==> config.mk <==
export PLATFORM = sky130hd
export DESIGN_NAME = uart_rx_fifo
export DESIGN_NICKNAME = d
export VERILOG_FILES = /design/src/rtl/uart_pkg.sv /design/src/rtl/sync_fifo.sv /design/src/rtl/uart_rx_fifo.sv
export SDC_FILE = /design/constraint.sdc
export NUM_CORES = 1
export LEC_CHECK = 0
export ABC_AREA = 0
export BUFFER_PORTS_ARGS = -buffer_cell sky130_fd_sc_hd__buf_2
export CORE_MARGIN = 1.5
export CORE_UTILIZATION = 50
export CTS_CLUSTER_DIAMETER = 50
export DETAILED_ROUTE_END_ITERATION = 6
export GPL_TIMING_DRIVEN = 0
export MAX_ROUTING_LAYER = met4
export PLACE_DENSITY = 0.66
export SYNTH_ARGS = -nofsm -noshare
export SYNTH_HDL_FRONTEND = slang
export SYNTH_HIERARCHICAL = 1
export SYNTH_SLANG_ARGS = --single-unit
==> constraint.sdc <==
create_clock -name i_SysClock -period 4.6 [get_ports i_SysClock]
set_clock_uncertainty 0.15 [all_clocks]
set_input_delay 0.69 -clock i_SysClock [delete_from_list [all_inputs] [get_ports i_SysClock]]
set_output_delay 0.69 -clock i_SysClock [all_outputs]
set_load 0.005 [all_outputs]
==> src/rtl/uart_pkg.sv <==
// Shared definitions for the UART receive path.
//   rx_state_e    : deserialiser FSM state encoding
//   DataBits      : data bits per 8N1 frame
//   clks_per_bit  : system clocks per serial bit
//   mid_count     : counter value at the centre of a bit period
package uart_pkg;

    typedef enum logic [1:0] {
        StIdle,
        StStart,
        StData,
        StStop
    } rx_state_e;

    localparam int unsigned DataBits = 8;

    function automatic int unsigned clks_per_bit(input int unsigned sys_clock,
                                                 input int unsigned baudrate);
        return sys_clock / baudrate;
    endfunction

    function automatic int unsigned mid_count(input int unsigned cpb);
        return cpb / 2;
    endfunction

endpackage

==> src/rtl/sync_fifo.sv <==
// First-word fall-through synchronous FIFO.
//   clk_i, rst_ni : clock, asynchronous active-low reset
//   push_i/wdata_i: write request and data (ignored when full unless a pop frees a slot)
//   pop_i         : read request (ignored when empty)
//   rdata_o       : head entry, zero while empty
//   full_o/empty_o: occupancy flags
//   count_o       : current occupancy
module sync_fifo #(
    parameter int unsigned WIDTH = 8,
    parameter int unsigned DEPTH = 16
) (
    input  logic                     clk_i,
    input  logic                     rst_ni,
    input  logic                     push_i,
    input  logic [WIDTH-1:0]         wdata_i,
    input  logic                     pop_i,
    output logic [WIDTH-1:0]         rdata_o,
    output logic                     full_o,
    output logic                     empty_o,
    output logic [$clog2(DEPTH):0]   count_o
);

    localparam int unsigned AddrW = $clog2(DEPTH);
    localparam int unsigned PtrW  = AddrW + 1;
    // Pointers differ only in the wrap bit when the FIFO is full.
    localparam logic [PtrW-1:0] FullXor = PtrW'(DEPTH);

    logic [WIDTH-1:0] mem_q [DEPTH];
    logic [PtrW-1:0]  wr_q, wr_d;
    logic [PtrW-1:0]  rd_q, rd_d;
    logic             push_ok, pop_ok;

    always_comb begin
        empty_o = (wr_q == rd_q);
        full_o  = ((wr_q ^ rd_q) == FullXor);
        pop_ok  = pop_i && !empty_o;
        // A simultaneous pop frees the slot, so a push into a full FIFO still lands.
        push_ok = push_i && (!full_o || pop_ok);
        wr_d    = push_ok ? wr_q + PtrW'(1) : wr_q;
        rd_d    = pop_ok  ? rd_q + PtrW'(1) : rd_q;
        count_o = wr_q - rd_q;
        rdata_o = empty_o ? '0 : mem_q[rd_q[AddrW-1:0]];
    end

    always_ff @(posedge clk_i or negedge rst_ni) begin
        if (!rst_ni) begin
            wr_q <= '0;
            rd_q <= '0;
        end else begin
            wr_q <= wr_d;
            rd_q <= rd_d;
        end
    end

    always_ff @(posedge clk_i) begin
        if (push_ok) begin
            mem_q[wr_q[AddrW-1:0]] <= wdata_i;
        end
    end

endmodule

==> src/rtl/uart_rx_fifo.sv <==
// Buffered 8N1 UART receiver with mid-bit majority sampling and a FWFT receive FIFO.
//   i_SysClock : system clock
//   i_ResetN   : asynchronous active-low reset
//   i_RxSerial : asynchronous serial line, idle high
//   o_RxByte   : byte at FIFO head (valid when o_RxValid)
//   o_RxValid  : FIFO not empty
//   i_RxReady  : consumer pops head when o_RxValid & i_RxReady
//   o_Count    : FIFO occupancy
//   o_FrameErr : one-cycle pulse when a stop bit is sampled low
//   o_Overflow : sticky, a good byte was dropped because the FIFO was full
//   i_ClearErr : synchronous clear of o_Overflow
module uart_rx_fifo
    import uart_pkg::*;
#(
    parameter int unsigned SYS_CLOCK     = 50000000,
    parameter int unsigned UART_BAUDRATE = 115200,
    parameter int unsigned FIFO_DEPTH    = 16
) (
    input  logic                          i_SysClock,
    input  logic                          i_ResetN,
    input  logic                          i_RxSerial,
    output logic [7:0]                    o_RxByte,
    output logic                          o_RxValid,
    input  logic                          i_RxReady,
    output logic [$clog2(FIFO_DEPTH):0]   o_Count,
    output logic                          o_FrameErr,
    output logic                          o_Overflow,
    input  logic                          i_ClearErr
);

    localparam int unsigned ClksPerBit = clks_per_bit(SYS_CLOCK, UART_BAUDRATE);
    localparam int unsigned MidCnt     = mid_count(ClksPerBit);
    localparam int unsigned CntW       = $clog2(ClksPerBit);
    localparam int unsigned BitIdxW    = $clog2(DataBits);

    localparam logic [CntW-1:0]    CntLast   = CntW'(ClksPerBit - 1);
    localparam logic [CntW-1:0]    CntSamp0  = CntW'(MidCnt - 1);
    localparam logic [CntW-1:0]    CntSamp1  = CntW'(MidCnt);
    localparam logic [CntW-1:0]    CntDecide = CntW'(MidCnt + 1);
    localparam logic [BitIdxW-1:0] LastBit   = BitIdxW'(DataBits - 1);

    rx_state_e             state_q, state_d;
    logic                  sync1_q, sync2_q, line_prev_q;
    logic                  line;
    logic [CntW-1:0]       cnt_q, cnt_d;
    logic [1:0]            samp_q, samp_d;
    logic [BitIdxW-1:0]    bit_idx_q, bit_idx_d;
    logic [DataBits-1:0]   shift_q, shift_d;
    logic                  frame_err_q, frame_err_d;
    logic                  overflow_q, overflow_d;
    logic                  decide, maj;
    logic                  push_req;
    logic                  fifo_full, fifo_empty;

    assign line   = sync2_q;
    assign decide = (cnt_q == CntDecide);
    // Two early samples plus the live line value at MID+1.
    assign maj    = (samp_q[0] & samp_q[1]) | (samp_q[0] & line) | (samp_q[1] & line);

    // State register
    always_ff @(posedge i_SysClock or negedge i_ResetN) begin
        if (!i_ResetN) begin
            state_q <= StIdle;
        end else begin
            state_q <= state_d;
        end
    end

    // Next-state logic
    always_comb begin
        state_d = state_q;
        unique case (state_q)
            StIdle:  if (line_prev_q && !line) state_d = StStart;
            StStart: if (decide) state_d = maj ? StIdle : StData;
            StData:  if (decide && (bit_idx_q == LastBit)) state_d = StStop;
            StStop:  if (decide) state_d = StIdle;
            default: state_d = StIdle;
        endcase
    end

    // FSM outputs
    always_comb begin
        push_req    = 1'b0;
        frame_err_d = 1'b0;
        if ((state_q == StStop) && decide) begin
            if (maj) begin
                push_req = 1'b1;
            end else begin
                frame_err_d = 1'b1;
            end
        end
    end

    // Bit timing, sampling and shift register
    always_comb begin
        cnt_d     = ((state_q == StIdle) || (cnt_q == CntLast)) ? '0 : cnt_q + CntW'(1);
        samp_d    = samp_q;
        bit_idx_d = bit_idx_q;
        shift_d   = shift_q;
        if (cnt_q == CntSamp0) samp_d[0] = line;
        if (cnt_q == CntSamp1) samp_d[1] = line;
        if (state_q == StStart) begin
            bit_idx_d = '0;
        end else if ((state_q == StData) && decide) begin
            bit_idx_d = bit_idx_q + BitIdxW'(1);
            shift_d   = {maj, shift_q[DataBits-1:1]};
        end
    end

    // Overflow: set beats clear; a pop in the same cycle means nothing was dropped.
    always_comb begin
        if (push_req && fifo_full && !i_RxReady) begin
            overflow_d = 1'b1;
        end else if (i_ClearErr) begin
            overflow_d = 1'b0;
        end else begin
            overflow_d = overflow_q;
        end
    end

    always_ff @(posedge i_SysClock or negedge i_ResetN) begin
        if (!i_ResetN) begin
            sync1_q     <= 1'b1;
            sync2_q     <= 1'b1;
            line_prev_q <= 1'b1;
            cnt_q       <= '0;
            samp_q      <= 2'b11;
            bit_idx_q   <= '0;
            shift_q     <= '0;
            frame_err_q <= 1'b0;
            overflow_q  <= 1'b0;
        end else begin
            sync1_q     <= i_RxSerial;
            sync2_q     <= sync1_q;
            line_prev_q <= sync2_q;
            cnt_q       <= cnt_d;
            samp_q      <= samp_d;
            bit_idx_q   <= bit_idx_d;
            shift_q     <= shift_d;
            frame_err_q <= frame_err_d;
            overflow_q  <= overflow_d;
        end
    end

    sync_fifo #(
        .WIDTH (DataBits),
        .DEPTH (FIFO_DEPTH)
    ) u_fifo (
        .clk_i   (i_SysClock),
        .rst_ni  (i_ResetN),
        .push_i  (push_req),
        .wdata_i (shift_q),
        .pop_i   (i_RxReady),
        .rdata_o (o_RxByte),
        .full_o  (fifo_full),
        .empty_o (fifo_empty),
        .count_o (o_Count)
    );

    assign o_RxValid  = !fifo_empty;
    assign o_FrameErr = frame_err_q;
    assign o_Overflow = overflow_q;

endmodule
==> flow_metrics.py <==
metrics = {
    "status": {
        "status": "finished, final reports clean",
    },
    "power_and_ir_drop": {
        "ir_drop_v": 0.0002820,
        "powerDensity_nw_per_um2": 506.0,
        "p_leak_nw": 3.328,
    },
    "worst_hold_path": {
        "min_path_type": "flop to flop",
    },
    "synthesis": {
        "synth_flop_cell": "edfxtp_1",
        "synth_xor_area_frac": 0.01963,
        "yosys.area_share.simple": 0.06275,
        "ys_ff_latch": 167,
        "synth-adder-area-share": 0.03050,
        "synth_nets": 439,
        "yosys_warnings": 6,
        "synth_top_family_by_area": "multiplexers",
        "synth_edf_count": 128,
        "synth_compound_area_frac": 0.03716,
        "synthArstFlopShare": 0.2335,
        "ys_seq_area_frac": 0.6761,
        "synth.area.mux_share": 0.1464,
        "netlist-cell-type-count": 53,
        "synthCells": 418,
        "synth.avg_cell_area_sq_um": 17.08,
        "synth_area_sq_um": 7138,
    },
    "floorplan": {
        "core_area_sq_um": 13930,
        "die_w_um": 122.5,
        "num_io_pins": 21,
        "die_y_um": 122.5,
        "initial_utilization": 0.5123,
        "row_count": 43,
        "die_area_sq_um": 15000,
    },
    "timing": {
        "fin_crit_sh": 0.8439,
        "fin_tns_setup_ns": 0,
        "fin_crit_ns": 3.882,
        "rsz0062_at_grt": "no",
        "worst_pin_slew_ns": 1.380,
        "hold_viol_final": 0,
        "fmax_ghz": 0.2576,
        "final.setup.worst_slack_ns": 0.7182,
        "slew_headroom": 0.07314,
        "holdWs_ns": 0.2084,
        "report.final.setup_viol": 0,
        "slew_violations": 0,
    },
    "critical_path": {
        "r2r_slack_ns": 1.02,
        "critPathTopFamily": "buffers and inverters",
        "path_cells": "buf_6 -> buf_2 -> inv_1 -> ha_1 -> and4_1 -> nand2_1 -> clkbuf_1 -> inv_1 -> a211oi_1 -> buf_2",
        "critPathMaxStageDelay_ns": 0.44,
        "cp_max_fo": 10,
        "crit_slowest_cell": "dfrtp_1",
        "cp.arrival_ns": 3.04,
        "cp_num_buf_inv": 6,
        "end_kind": "output pin",
        "cp.required_ns": 3.76,
        "start_kind": "flop",
        "path_class": "flop to output pin",
    },
    "grt": {
        "grt_pass1_wl_mm": 21.16,
        "overflow": 0,
        "grt_use_total": 0.2044,
        "grt_max_degree": 40,
        "antenna_found_initial": 0,
        "grt_pass1_vias": 3738,
    },
    "finish": {
        "n_fill_cell": 1054,
        "syn2layout_area_growth_pct": 13.04,
        "drive_gt1_frac": 0.2426,
        "fin_util": 0.5791,
        "num_antenna_cells": 0,
        "design_area_sq_um": 8069,
        "nets": 478,
    },
    "job": {
        "max-cap-violations": 0,
    },
    "placed_design": {
        "place_ws_ns": 0.9954,
        "post_dp_cell_area_sq_um": 7463,
        "port_buffers": 20,
        "place_hpwl_mm": 8.937,
        "gp_congestion": 0.8101,
    },
    "clock_network": {
        "clk_latency_ns": 0.41,
        "h-tree-depth": 4,
        "cts.sinks": 167,
        "clockBufferDepth": 2,
        "tritoncts": "built",
        "cts_resized": 0,
        "post-cts-setup-buffers": 0,
        "clockRootBuffer": "clkbuf_16",
        "clkTransAtPathRegs_ns": 0.06,
        "cts_hold_buf": 0,
        "cts_inserted_buffers": 17,
    },
    "route": {
        "viasPerCell": 5.771,
        "first_pass_iters": 4,
        "drtIter0Drc": 417,
        "drt-total-wl_mm": 13.69,
        "antenna_left": 0,
        "wl_per_cell_um": 21.06,
        "route.detailed.drc": 0,
        "routed-via-count": 3751,
    },
}
## flip-flops by register name (all words and copies together), names as in the netlist, 2 cells and up, named ones only
name	count
u_fifo/mem_q	128
cnt_q	9
shift_q	8
u_fifo/rd_q	5
u_fifo/wr_q	5
bit_idx_q	3
samp_q	2
## cell usage in the layout (no fill, tap or decap), types with 11 or more instances in the layout
cell type / count
dfrtp_1: 34
edfxtp_1: 128
mux2_2: 19
inv_1: 16
nand2_1: 13
mux4_2: 24
clkbuf_16: 18
xnor2_1: 14
ha_1: 15
clkbuf_1: 11
a21oi_1: 14
buf_2: 29
nor2_1: 20
## through the flow
stage	total power, mW	instances
after floorplan	2.412	418
after global placement	2.678	618
after detailed placement	2.696	618
after CTS	4.111	650
after global routing	4.264	650
final	4.083	650
## metal layers
metal | vias to the layer above | track usage | routed length, um
li1 | 1702 | - | -
met1 | 1943 | 0.3004 | 6572
met2 | 96 | 0.2902 | 6349
met3 | 10 | 0.04182 | 624
met4 | 0 | 0.06323 | 140
met5 | - | - | 0
## synth_stat cells, types with 2 or more instances
master,number,area [sq um]
ha_1,15,187.7
mux4_2,24,540.5
inv_1,16,60.06
and2_1,2,12.51
and3_1,4,25.02
xnor2_1,14,122.6
o21ai_1,2,10.01
mux4_1,8,210.2
a221o_1,2,20.02
mux2i_1,8,80.08
xor2_1,2,17.52
buf_2,9,45.04
dfrtp_1,34,850.8
nand2_1,13,48.80
a31oi_1,3,18.77
nand4_1,6,37.54
clkbuf_1,5,18.77
nand2b_1,6,37.54
and4b_1,3,30.03
buf_6,2,22.52
dfstp_2,5,131.4
nor3_1,4,20.02
o21ai_0,8,40.04
nand3_1,10,50.05
and4_1,3,26.28
nor2_1,20,75.07
a21o_1,3,22.52
edfxtp_1,128,3844
or3_1,2,12.51
buf_4,3,22.52
mux2_2,19,214.0
a21oi_1,14,70.07
## logic make-up after synthesis
| family | Yosys count |
|---|---|
| flip-flops | 167 |
| AND/OR/NAND/NOR | 80 |
| multiplexers | 59 |
| AO/OA/AOI/OAI | 41 |
| buffers and inverters | 38 |
| adder cells (fa/ha/maj) | 17 |
| XOR/XNOR | 16 |
## cell type report
type                       count  area [sq um]  share of cell area
tap                          180         225.2             0.02791
timing repair buffer          20         100.1             0.01241
inverter                      17         63.81            0.007908
sequential                   167          4826              0.5981
clock buffer                  29         535.5             0.06637
multi-input combinational    213          2121              0.2628
buffer                        21         132.6             0.01644
clock inverter                 3         65.06            0.008063
## final timing paths
kind	endpoint	start	cells past startpoint
max in group asynchronous	u_fifo/wr_q[2]	i_ResetN	1
max	o_RxByte[6]	u_fifo/rd_q[1]	10
max reg2reg	u_fifo/mem_q[3][2]	u_fifo/rd_q[1]	9
min in group asynchronous	o_Overflow	i_ResetN	1
min	line	sync1_q	0
min reg2reg	line	sync1_q	0
## report_power, final
| part | leakage, nW | internal [mW] | switching (mW) |
|---|---|---|---|
| sequential | 1.93 | 1.66 | 0.0580 |
| combinational | 1.10 | 0.443 | 0.497 |
| clock | 0.294 | 0.897 | 0.526 |
| total | 3.33 | 3.00 | 1.08 |
Power figures use the tool's default switching activity.
